`src/rtl/fifo_dual_port.sv`:
```
// -----------------------------------------------------------------------------
// fifo_dual_port
//
// Synchronous FIFO with two push ports and two pop ports. Up to two entries
// enter and two entries leave in a single cycle. Reads are
// first-word-fall-through: the two oldest entries are always visible on
// pop_data_1 / pop_data_2, and the matching valid flag qualifies each one.
// This FIFO sits in front of the memory model as its request queue.
//
// Handshake semantics (both directions):
//   A push on port N is accepted at a rising edge only when push_N is high and
//   the status flag that covers it is high. Port 1 uses ready_1. Port 2 uses
//   ready_2 when push_1 is also high, and ready_1 when it pushes alone.
//   A pop is accepted when pop_1 is high and valid_1 is high. Port 2 pops in
//   the same cycle only when pop_1, pop_2 and valid_2 are all high.
//   Requests that are not accepted are dropped and leave no trace: no write
//   and no pointer change. The ready and valid flags depend only on the
//   registered count. A pop in the same cycle therefore never makes room for
//   a push.
//
// Ports:
//   clk          clock; all state changes on the rising edge
//   rst_n        asynchronous active-low reset (empties the FIFO)
//   valid_flush  synchronous clear; beats every push and pop in its cycle
//   push_1       write request, port 1 (older of the two in a cycle)
//   push_data_1  data for port 1
//   ready_1      at least one free slot
//   push_2       write request, port 2 (younger of the two in a cycle)
//   push_data_2  data for port 2
//   ready_2      at least two free slots
//   pop_data_1   head entry (oldest)
//   valid_1      at least one entry held
//   pop_1        remove head
//   pop_data_2   entry after head (second oldest)
//   valid_2      at least two entries held
//   pop_2        remove second entry as well; only honoured with pop_1
// -----------------------------------------------------------------------------
module fifo_dual_port #(
    parameter int DW    = 16,
    parameter int DEPTH = 8
) (
    input  logic          clk,
    input  logic          rst_n,
    input  logic          valid_flush,
    input  logic          push_1,
    output logic          ready_1,
    input  logic [DW-1:0] push_data_1,
    input  logic          push_2,
    output logic          ready_2,
    input  logic [DW-1:0] push_data_2,
    output logic [DW-1:0] pop_data_1,
    output logic          valid_1,
    input  logic          pop_1,
    output logic [DW-1:0] pop_data_2,
    output logic          valid_2,
    input  logic          pop_2
);

    localparam int AW = $clog2(DEPTH);

    localparam logic [AW:0] CNT_ONE       = (AW+1)'(1);
    localparam logic [AW:0] CNT_TWO       = (AW+1)'(2);
    localparam logic [AW:0] CNT_FULL_M1   = (AW+1)'(DEPTH - 1);
    localparam logic [AW:0] CNT_FULL_M2   = (AW+1)'(DEPTH - 2);
    localparam logic [AW-1:0] PTR_ONE     = AW'(1);

    logic [DW-1:0] mem [DEPTH];
    logic [AW-1:0] head;
    logic [AW-1:0] tail;
    logic [AW:0]   count;

    logic          p1;
    logic          p2;
    logic          q1;
    logic          q2;
    logic [1:0]    n_push;
    logic [1:0]    n_pop;
    logic [AW-1:0] head_p1;
    logic [AW-1:0] tail_p1;

    // Status flags depend on the registered count only.
    assign ready_1 = (count <= CNT_FULL_M1);
    assign ready_2 = (count <= CNT_FULL_M2);
    assign valid_1 = (count >= CNT_ONE);
    assign valid_2 = (count >= CNT_TWO);

    // Pointers are exactly AW bits wide, so the +1 wraps at DEPTH.
    assign head_p1 = head + PTR_ONE;
    assign tail_p1 = tail + PTR_ONE;

    assign pop_data_1 = mem[head];
    assign pop_data_2 = mem[head_p1];

    // A lone push on port 2 needs only one slot. Paired with port 1 it takes
    // the second slot, so it needs two.
    assign p1 = push_1 & ready_1;
    assign p2 = push_1 ? (push_2 & ready_2) : (push_2 & ready_1);

    assign q1 = pop_1 & valid_1;
    assign q2 = pop_2 & pop_1 & valid_2;

    assign n_push = {1'b0, p1} + {1'b0, p2};
    assign n_pop  = {1'b0, q1} + {1'b0, q2};

    // Storage is not reset. Entries beyond count are never observable as valid.
    always_ff @(posedge clk) begin
        if (!valid_flush) begin
            if (p1) begin
                mem[tail] <= push_data_1;
            end
            if (p2) begin
                // Port 2 lands behind port 1 when both are accepted.
                if (p1) begin
                    mem[tail_p1] <= push_data_2;
                end else begin
                    mem[tail] <= push_data_2;
                end
            end
        end
    end

    always_ff @(posedge clk or negedge rst_n) begin
        if (!rst_n) begin
            head  <= '0;
            tail  <= '0;
            count <= '0;
        end else if (valid_flush) begin
            head  <= '0;
            tail  <= '0;
            count <= '0;
        end else begin
            head  <= head + AW'(n_pop);
            tail  <= tail + AW'(n_push);
            count <= count + (AW+1)'(n_push) - (AW+1)'(n_pop);
        end
    end

endmodule

```
`config.mk`:
```
export PLATFORM = sky130hd
export DESIGN_NAME = fifo_dual_port
export DESIGN_NICKNAME = d
export VERILOG_FILES = /design/src/rtl/fifo_dual_port.sv
export SDC_FILE = /design/constraint.sdc
export NUM_CORES = 1
export LEC_CHECK = 0
export CELL_PAD_IN_SITES_DETAIL_PLACEMENT = 0
export CELL_PAD_IN_SITES_GLOBAL_PLACEMENT = 1
export CORE_MARGIN = 2
export CORE_UTILIZATION = 50
export DETAILED_ROUTE_END_ITERATION = 8
export GPL_TIMING_DRIVEN = 0
export PLACE_DENSITY = 0.8
export SYNTH_ARGS = -nofsm -noshare
export SYNTH_HDL_FRONTEND = slang
export SYNTH_SLANG_ARGS = --single-unit
```
`constraint.sdc`:
```
create_clock -name clk -period 4.35 [get_ports clk]
set_input_delay 0.87 -clock clk [delete_from_list [all_inputs] [get_ports clk]]
set_output_delay 0.87 -clock clk [all_outputs]
set_load 0.05 [all_outputs]
```
Yosys cells after proc, flatten, opt, wreduce, memory -nomap -nowiden --
Memories as Yosys holds them, arrays and structs flattened. Cells that the tools add are included.
Operators by class: muxes and demuxes 15, $lt $le $gt $ge 4, bitwise logic cells 7, add/sub/neg operators 8
Operator list (number):
- $mux W16 | 1
- $mux W1 | 11
- $le A4 B3 Y1 const B | 2
- $add A3 B1 Y3 const B | 2
- $add A3 B2 Y3 | 2
- $and A1 B1 Y1 | 6
- $mux W3 | 2
- $add A1 B1 Y2 | 2
- $add A4 B2 Y4 | 1
- $ge A4 B1 Y1 const B | 1
- $ge A4 B2 Y1 const B | 1
- $mux W4 | 1
- $sub A4 B2 Y4 | 1
- $or A1 B1 Y1 | 1
Storage, ports and cells: output and inout bits 36, word-level logic and storage cells 38, register bits 10, RAM bits 128, memories 1
Memory list:
- mem | words 8, bits a word 16, rd ports 2, clocked after memory_dff 0, write ports 2, line 67 | logic [DW-1:0] mem [DEPTH];

Longest topological paths before layout --
Gate-level depths: netlist (run 1).
depth after elaboration 7, gate-level depth with buffers 13, mapped depth without buffers 13

Least setup slack after synthesis (run 1) --
OpenSTA, ideal clock, no wires.
path kind register -> register, start reg count[3], end mem mem[1][0] (enable), library setup time 0.414 ns, path slack 0.680 ns, data required time 3.936 ns, path buffers 0, period minus slack after synthesis 3.670 ns, data arrival time 3.255 ns, stages on the path, launching flop included 10, path through dfrtp_1 > inv_1 > ha_1 > and3_1 > nand2b_1 > o211a_1 > ha_1 > nand2b_1 > o22ai_1 > o31ai_1
RTL lines:
- start: declaration | line 70 | logic [AW:0] count;
- start signal: assignment | line 134 | count <= count + (AW+1)'(n_push) - (AW+1)'(n_pop);
- end: declaration | line 67

Final worst setup path (run 1) --
start reg head[0], end out pop_data_2[5]
On the way: word-level cells in the longest chain between the ends 2
Ends and longest elaborated chain:
- start: declaration | line 68 | logic [AW-1:0] head;
- start signal: assignment | line 132 | head <= head + AW'(n_pop);
- $add A3 B1 Y3 | line 88 | assign head_p1 = head + PTR_ONE;
- $mem_v2 Z8 W16
- end: declaration | line 54 | output logic [DW-1:0] pop_data_2,
No other way between the ends.

==> out/results.tsv, run 1 <==
metric	value	unit
Synth top area share	44.8	%
Int Power	4.17	mW
Comb pwr share	51.9	%
endpoint type of the worst setup path	output pin	
top cells by area, synth	edfxtp_1 (45%), mux2_2 (19%), mux4_2 (17%), mux2_4 (4.7%), dfrtp_1 (2.9%)	
Placer Congestion	0.783	
Max Clock Freq	233	MHz
mapped cell area	8570	sq um
final instance area	10400	sq um
Synth cell types	41	
H-tree depth	4	
DP HPWL	15300	um
row cnt	47	
# diodes	0	
area of placed instances	9780	sq um
Worst Reg-to-Reg Cells	11	
largest family of logic cells by synthesized area	multiplexers	
first-pass GRT wire length	34300	um
WHS Endpoint	count[0]	
Reg area	4090	sq um
clock sinks	138	
Syn Area/Cell	17.1	sq um
CP Launch Type	flop	
Leakage	3.63	nW
Seq pwr share	25.3	%
clk_skew	0.00456	ns
First-pass DRT Iterations	5	
CTS tree	built	
register bit total from synthesis	138	
Post-Route Utilization	62.4	%
vias per cell	6.24	
dominant cell type by area after synthesis	edfxtp_1	
Seq/Total Area, Yosys	47.7	%
DIE WIDTH	135	um
TritonCTS Buffers	17	
Max transition margin	37.4	%
Initial Util	51.3	%
CP max FO	10	
Worst VDD drop	408	uV
max-slew violation count	0	
# setup viols final	0	
Fin. Hold Viols	0	
crit path DAT	3.42	ns
non-filler cells, final	835	
Worst-Margin Slew	0.938	ns
worst setup path class	flop to output pin	
DR WL/cell	27.2	um
core area	16700	sq um
nets	658	
# port buffers	73	
Yosys warning count	0	
Post-CTS Repair Setup Buffers	0	
Switching Share	39.3	%
Max-cap violations	0	
Initial DRC Count	481	
Final Total Pwr	6.88	mW
fin crit period	4.29	ns
die height	135	um
status	finished clean	
share of layout cells above drive strength 1	52.8	%
P per Cell Area	660	nW/um^2
Compound-Gate Fraction of Synth Area	1.23	%
post-synthesis adder-cell area fraction	2.83	%
TNS Setup	0	ns
Reg2Reg Setup Slack	0.68	ns
syn nets	558	
RSZ-0062 raised after global routing	no	
final setup margin	0.0619	ns
min-delay src	count[0]	
initial antenna violation count	0	
Worst Path Required	3.48	ns
post-synthesis mux area share	41.2	%
Clock Root Buffer	clkbuf_16	
Multi-input gate area	4330	sq um
vias in the first global route	5627	
largest net degree at the start of global routing	17	
DRT antenna net count	0	
r2r endpoint	mem[4][10]	
NetSw	2.70	mW
Clk pwr share	22.8	%
Hold/Removal Path Class	flop to flop	
I/O pin cnt	75	
commonest non-fill, non-tap cell in the layout	mux2_2	
Max Root-Sink Buffers	2	
Area Growth Syn to Fin	21.6	%
post-place setup slack	0.337	ns
cell count after synthesis	502	
die area	18200	sq um
DP Cell Count	803	
Routed WL	22700	um
hold path cells	2	
commonest cells after routing, fill and taps aside	mux2_2 (147), edfxtp_1 (128), clkdlybuf4s50_1 (73), mux4_2 (64), mux2_4 (27)	
hold slack	0.645	ns
Fillers	1245	
worst r2r src	count[3]	
Post-Synth Simple-Gate Area	3.47	%
drt drc	0	
clk_lat worst skew	0.42	ns
Synth Area in XOR/XNOR	0.788	%
GRT Overall Usage	26.7	%
Via Count	5214	
fin crit share	98.6	%
Clock Pin Slew Worst Setup and Hold Paths	0.06	ns
GR Overflow Total	0	
-- what timing repair did --
action                     CTS  global route
hold buffers                 0             0
setup endpoints to repair   10            27
resized for setup            1             5
-- Yosys cell counts (all sizes together) --
cell	n
xor2	4
dfrtp	10
nor3	2
nor2b	6
fa	4
o31ai	4
nand2b	5
xnor2	2
edfxtp	128
nand2	3
and2	2
o211a	1
buf	26
clkbuf	5
inv	15
ha	13
a21boi	1
nor3b	1
nor2	8
mux2	177
mux4	64
a21oi	1
a21o	1
or2	2
o21bai	2
o21ai	3
nand3b	1
o22ai	1
nand3	6
o221ai	1
and3b	1
and3	2
-- sequential cells by signal, summed over array words and instances (netlist names) --
| name | flops |
|---|---|
| head | 3 |
| mem | 128 |
| count | 4 |
| tail | 3 |
-- area by class of cell --
class | count | share of cell area [%]
multi-input combinational | 318 | 41.5
timing repair buffer | 81 | 8.28
buffer | 31 | 1.72
inverter | 15 | 0.540
tap | 220 | 2.64
clock buffer | 18 | 4.12
sequential | 138 | 39.3
clock inverter | 14 | 1.94
-- power by group through the flow --
stage / Sequential, mW / Combinational (mW) / Clock [mW]
after floorplan: 1.74 / 2.51 / 0
after global placement: 1.76 / 3.44 / 0
after detailed placement: 1.77 / 3.57 / 0
after CTS: 1.74 / 3.59 / 1.58
after global routing: 1.76 / 3.76 / 1.63
final: 1.74 / 3.57 / 1.57
-- worst max-delay path by stage --
stage / to / start / slack, ns
after floorplan: mem[1][0] / count[3] / 0.68
after global placement: mem[5][3] / push_1 / -1.25
after detailed placement: mem[4][10] / push_1 / 0.34
after CTS: pop_data_1[5] / head[0] / 0.02
after global routing: pop_data_2[5] / head[0] / 0.0001
final: pop_data_2[5] / head[0] / 0.06
-- metal layers --
metal	track usage [%]	share of wire, %	up-vias	wire [um]
met2	43.8	50	218	11200
met5	0	0	-	0
met4	9.61	2.6	0	594
li1	-	-	2250	-
met1	35.4	41	2705	9370
met3	5.63	6.6	41	1510
-- cell families after synthesis --
kind of cell,Yosys count
muxes,241
DFF,138
buffers and inverters,46
and+or+nand+nor,39
adders and majority gates,17
AOI/OAI and AO/OA,15
xor gates and xnor gates,6
-- worst max-delay path, stage by stage, from the launching register on --
cell and delay, ns:
dfrtp_1 0.42, ha_1 0.41, buf_1 0.72, mux4_2 0.41, mux2_2 0.31, clkdlybuf4s50_1 0.72
(Power assumes the default switching activity.)
==> run 2, diff against run 1 <==
--- a/config.mk
+++ b/config.mk
@@ -5,9 +5,10 @@
 export SDC_FILE = /design/constraint.sdc
 export NUM_CORES = 1
 export LEC_CHECK = 0
+export ABC_AREA = 0
 export CELL_PAD_IN_SITES_DETAIL_PLACEMENT = 0
 export CELL_PAD_IN_SITES_GLOBAL_PLACEMENT = 1
-export CORE_MARGIN = 2
+export CORE_MARGIN = 1.5
 export CORE_UTILIZATION = 50
 export DETAILED_ROUTE_END_ITERATION = 8
 export GPL_TIMING_DRIVEN = 0
==> out/results.tsv, run 2 (synthesis results as in run 1) <==
metric	value	unit	change
Max Root-Sink Buffers	2		unchanged
Via Count	5184		-0.58%
vias per cell	6.21		-0.58%
Worst Reg-to-Reg Cells	11		unchanged
Leakage	3.59	nW	-1.1%
Fillers	1235		-0.80%
clk_skew	0.0108	ns	+0.00625 ns
CP max FO	10		unchanged
Worst Path Required	3.48	ns	about the same
DR WL/cell	26.9	um	-1.1%
Initial DRC Count	439		-8.7%
Max transition margin	35.1	%	-2.4 points
Fin. Hold Viols	0		unchanged
biggest regs	mem x128, count x4		
critical path's top delay family	buffers and inverters		
GRT Overall Usage	26.3	%	-0.42 points
drt drc	0		unchanged
Routed WL	22500	um	-1.1%
Hold/Removal Path Class	flop to flop		
# port buffers	73		unchanged
Max-cap violations	0		unchanged
I/O pin cnt	75		unchanged
max-slew violation count	0		unchanged
clk_lat worst skew	0.43	ns	about the same
Max Clock Freq	233	MHz	about the same
hold path cells	2		unchanged
DRT antenna net count	0		unchanged
Stages on worst setup path	5		unchanged
final instance area	10400	sq um	-0.36%
area of placed instances	9770	sq um	-0.17%
commonest cells after routing, fill and taps aside	mux2_2 (147), edfxtp_1 (128), clkdlybuf4s50_1 (73), mux4_2 (64), mux2_4 (27)		
Area Growth Syn to Fin	21.2	%	
Worst-Margin Slew	0.974	ns	+0.0361 ns
Post-CTS Repair Setup Buffers	0		unchanged
GR Overflow Total	0		unchanged
CP max stage delay	0.74	ns	+0.02 ns
Clock Pin Slew Worst Setup and Hold Paths	0.06	ns	about the same
clock sinks	138		unchanged
crit path max-delay cell type	clkbuf_1		
CP bufs+invs	2		unchanged
# diodes	0		unchanged
largest net degree at the start of global routing	17		unchanged
fin crit period	4.29	ns	+0.00177 ns
crit path DAT	3.42	ns	about the same
TritonCTS Buffers	17		unchanged
DP HPWL	15100	um	-1.1%
nets	658		unchanged
# setup viols final	0		unchanged
status	finished clean		
fin crit share	98.6	%	about the same
Reg2Reg Setup Slack	0.81	ns	+0.13 ns
commonest non-fill, non-tap cell in the layout	mux2_2		
P per Cell Area	653	nW/um^2	-0.91%
row cnt	47		unchanged
max reg flops	128		unchanged
Clock Root Buffer	clkbuf_16		
hold buffers post-CTS	0		unchanged
Placer Congestion	0.778		-0.64%
crit path cell chain	ha_1 -> clkbuf_1 -> mux4_2 -> mux2_2 -> clkdlybuf4s50_1		
die area	17900	sq um	-1.5%
First-pass DRT Iterations	4		-1
Final Total Pwr	6.79	mW	-1.3%
Initial Util	51.5	%	+0.18 points
vias in the first global route	5374		-4.5%
share of layout cells above drive strength 1	52.7	%	-0.16 points
CTS tree	built		
endpoint type of the worst setup path	output pin		
register with the most flip-flops	mem		
core area	16600	sq um	-0.35%
RSZ-0062 raised after global routing	no		
H-tree depth	4		unchanged
CP Launch Type	flop		
Worst VDD drop	391	uV	-4.2%
die height	134	um	-0.74%
first-pass GRT wire length	33200	um	-3.3%
initial antenna violation count	0		unchanged
DIE WIDTH	134	um	-0.74%
worst setup path class	flop to output pin		
[run 2: cell count changes in the layout (fill, tap and decap cells not counted), sizes merged]
cell      delta
clkinv       -5
clkinvlp     +4
bufinv       -2
inv          +2
clkbuf       +1
[run 2: per-layer routing]
metal	GRT usage, %	vias up	part of all wire (%)
li1	-	2243	-
met1	36.1	2688	43
met2	41.5	208	48
met3	4.72	45	5.7
met4	11.1	0	3.0
met5	0	-	0
[run 2: tightest hold or removal path, cell delays in order, from the launching register on]
cell and delay, ns:
dfrtp_1 0.37, ha_1 0.14, nor2b_1 0.11
[run 2: repair_timing]
action	4_1_cts	5_1_grt
setup endpoints to repair	3	0
resized for setup	2	0
hold endpoints to repair	0	0
[run 2: cell type report]
cell class                      instances  area (sq um)  area share, %
Tap cell                              220           275           2.65
Timing Repair Buffer                   81           847           8.15
Buffer                                 31           178           1.71
Clock buffer                           19           443           4.26
Clock inverter                         13           169           1.63
Inverter                               15          56.3          0.542
Sequential cell                       138          4090           39.4
Multi-Input combinational cell        318          4330           41.6
[run 2: final timing paths]
check,endpoint,from
worst max-delay path,pop_data_2[9],head[0]
worst min-delay path,count[0],count[0]
worst max register to register,mem[4][9],count[3]
worst min register to register,count[0],count[0]
max in group asynchronous,head[2],rst_n
min in group asynchronous,count[2],rst_n
[run 2: metrics by stage]
stage / util, % / instances / hold slack, ns / TNS (ns) / worst slack, ns
finish: 62.4 / 835 / 0.660 / 0 / 0.0601
global route: 62.4 / 835 / 0.711 / 0 / 0.00915
detailed placement: 58.7 / 803 / 0.658 / 0 / 0.425
CTS: 62.4 / 835 / 0.674 / 0 / 0.0688
global placement: 57.6 / 795 / 0.648 / -94.93 / -1.19
floorplan: - / 502 / 0.574 / 0 / 0.680
[run 2: power breakdown]
part	switching, mW	total [mW]	internal, mW
combinational	2.05	3.54	1.50
clock	0.583	1.50	0.919
sequential	0.0831	1.74	1.66
==> run 3, diff against run 2 <==
--- a/config.mk
+++ b/config.mk
@@ -6,6 +6,7 @@
 export NUM_CORES = 1
 export LEC_CHECK = 0
 export ABC_AREA = 0
+export CAP_MARGIN = 20
 export CELL_PAD_IN_SITES_DETAIL_PLACEMENT = 0
 export CELL_PAD_IN_SITES_GLOBAL_PLACEMENT = 1
 export CORE_MARGIN = 1.5
==> out/results.tsv, run 3 (synthesis results as in run 1) <==
metric	value	unit	change
final instance area	10400	sq um	unchanged
status	finished clean		
endpoint type of the worst setup path	output pin		
DIE WIDTH	134	um	unchanged
First-pass DRT Iterations	4		unchanged
Max Root-Sink Buffers	2		unchanged
worst setup path class	flop to output pin		
# setup viols final	0		unchanged
worst r2r src	count[3]		
Clock Pin Slew Worst Setup and Hold Paths	0.06	ns	about the same
biggest regs	mem x128, count x4		
Max transition margin	35.1	%	unchanged
Initial Util	51.5	%	unchanged
CP max FO	10		unchanged
vias per cell	6.21		unchanged
clock sinks	138		unchanged
crit path DAT	3.42	ns	about the same
H-tree depth	4		unchanged
DR WL/cell	26.9	um	unchanged
GRT Overall Usage	26.3	%	unchanged
I/O pin cnt	75		unchanged
Max-cap violations	0		unchanged
Worst Path Required	3.48	ns	about the same
CP Launch Type	flop		
core area	16600	sq um	unchanged
die height	134	um	unchanged
clk_lat worst skew	0.43	ns	about the same
area of placed instances	9770	sq um	unchanged
largest net degree at the start of global routing	17		unchanged
commonest cells after routing, fill and taps aside	mux2_2 (147), edfxtp_1 (128), clkdlybuf4s50_1 (73), mux4_2 (64), mux2_4 (27)		
Worst-Margin Slew	0.974	ns	unchanged
Fillers	1235		unchanged
non-filler cells, final	835		unchanged
Placer Congestion	0.778		unchanged
nets	658		unchanged
fin crit share	98.6	%	unchanged
Worst VDD drop	391	uV	unchanged
Leakage	3.59	nW	unchanged
row cnt	47		unchanged
P per Cell Area	653	nW/um^2	unchanged
vias in the first global route	5374		unchanged
share of layout cells above drive strength 1	52.7	%	unchanged
fin crit period	4.29	ns	unchanged
Worst Reg-to-Reg Cells	11		unchanged
max-slew violation count	0		unchanged
crit path to	pop_data_2[9]		
critical path launch point	head[0]		
CTS tree	built		
Area Growth Syn to Fin	21.2	%	unchanged
Initial DRC Count	439		unchanged
Fin. Hold Viols	0		unchanged
first-pass GRT wire length	33200	um	unchanged
RSZ-0062 raised after global routing	no		
initial antenna violation count	0		unchanged
Multi-input gate area	4330	sq um	unchanged
die area	17900	sq um	unchanged
DRT antenna net count	0		unchanged
drt drc	0		unchanged
DP Cell Count	803		unchanged
r2r endpoint	mem[4][9]		
Routed WL	22500	um	unchanged
register with the most flip-flops	mem		
GR Overflow Total	0		unchanged
Reg area	4090	sq um	unchanged
Via Count	5184		unchanged
clk_skew	0.0108	ns	unchanged
crit path max-delay cell type	clkbuf_1		
commonest non-fill, non-tap cell in the layout	mux2_2		
Hold/Removal Path Class	flop to flop		
crit path cell chain	ha_1 -> clkbuf_1 -> mux4_2 -> mux2_2 -> clkdlybuf4s50_1		
# port buffers	73		unchanged
max reg flops	128		unchanged
Reg2Reg Setup Slack	0.81	ns	about the same
DP HPWL	15100	um	unchanged
CP max stage delay	0.74	ns	about the same
Max Clock Freq	233	MHz	unchanged
TritonCTS Buffers	17		unchanged
Clock Root Buffer	clkbuf_16		
# diodes	0		unchanged
run 3: cell counts in the layout (fill, tap and decap cells not counted):
Identical to the previous run, type by type.
run 3: metrics by stage:
stage / hold WS (ns) / util, % / worst slack (ns) / total power, mW / setup TNS [ns]
2_1_floorplan: 0.574 / - / 0.680 / 4.25 / 0
5_1_grt: 0.711 / 62.4 / 0.00915 / 7.05 / 0
4_1_cts: 0.674 / 62.4 / 0.0688 / 6.82 / 0
6_report: 0.660 / 62.4 / 0.0601 / 6.79 / 0
3_3_place_gp: 0.648 / 57.6 / -1.19 / 5.21 / -94.93
3_5_place_dp: 0.658 / 58.7 / 0.425 / 5.32 / 0
run 3: metal layers:
layer | GRT usage, % | up-vias | wire, um
met1 | 36.1 | 2688 | 9660
met2 | 41.5 | 208 | 10800
li1 | - | 2243 | -
met3 | 4.72 | 45 | 1280
met5 | 0 | - | 0
met4 | 11.1 | 0 | 676
run 3: worst min-delay path by stage:
stage          cells after the start        to  slack [ns]  startpoint
6_report                           2  count[0]        0.66    count[0]
5_1_grt                            2  count[0]        0.71    count[0]
4_1_cts                            2  count[0]        0.67    count[0]
3_5_place_dp                       2  count[0]        0.66    count[0]
3_3_place_gp                       2  count[0]        0.65    count[0]
2_1_floorplan                      0  count[0]        0.57       rst_n
run 3: layout make-up:
| type | instances | area share (%) |
|---|---|---|
| inverters | 15 | 0.542 |
| plain buffers | 31 | 1.71 |
| flip-flops and latches | 138 | 39.4 |
| multi-input cells | 318 | 41.6 |
| well taps | 220 | 2.65 |
| repair buffers | 81 | 8.15 |
| clock inverters | 13 | 1.63 |
| clock buffers | 19 | 4.26 |
run 3: what timing repair did:
item                                    CTS  global route
hold buffers                              0             0
resized for setup                         2             0
setup buffers                             0             0
endpoints found under the setup margin    3             0
run 3: report_power, final:
part | switching (mW) | internal, mW | total, mW
combinational | 2.05 | 1.50 | 3.54
sequential | 0.0831 | 1.66 | 1.74
clock | 0.583 | 0.919 | 1.50
run 3: critical path, delay by kind of cell, from the launching register on:
family / cells / cell delay, ns
adder cells (fa/ha/maj): 1 / 0.40
buffers and inverters: 2 / 1.44
flip-flops: 1 / 0.42
multiplexers: 2 / 0.72
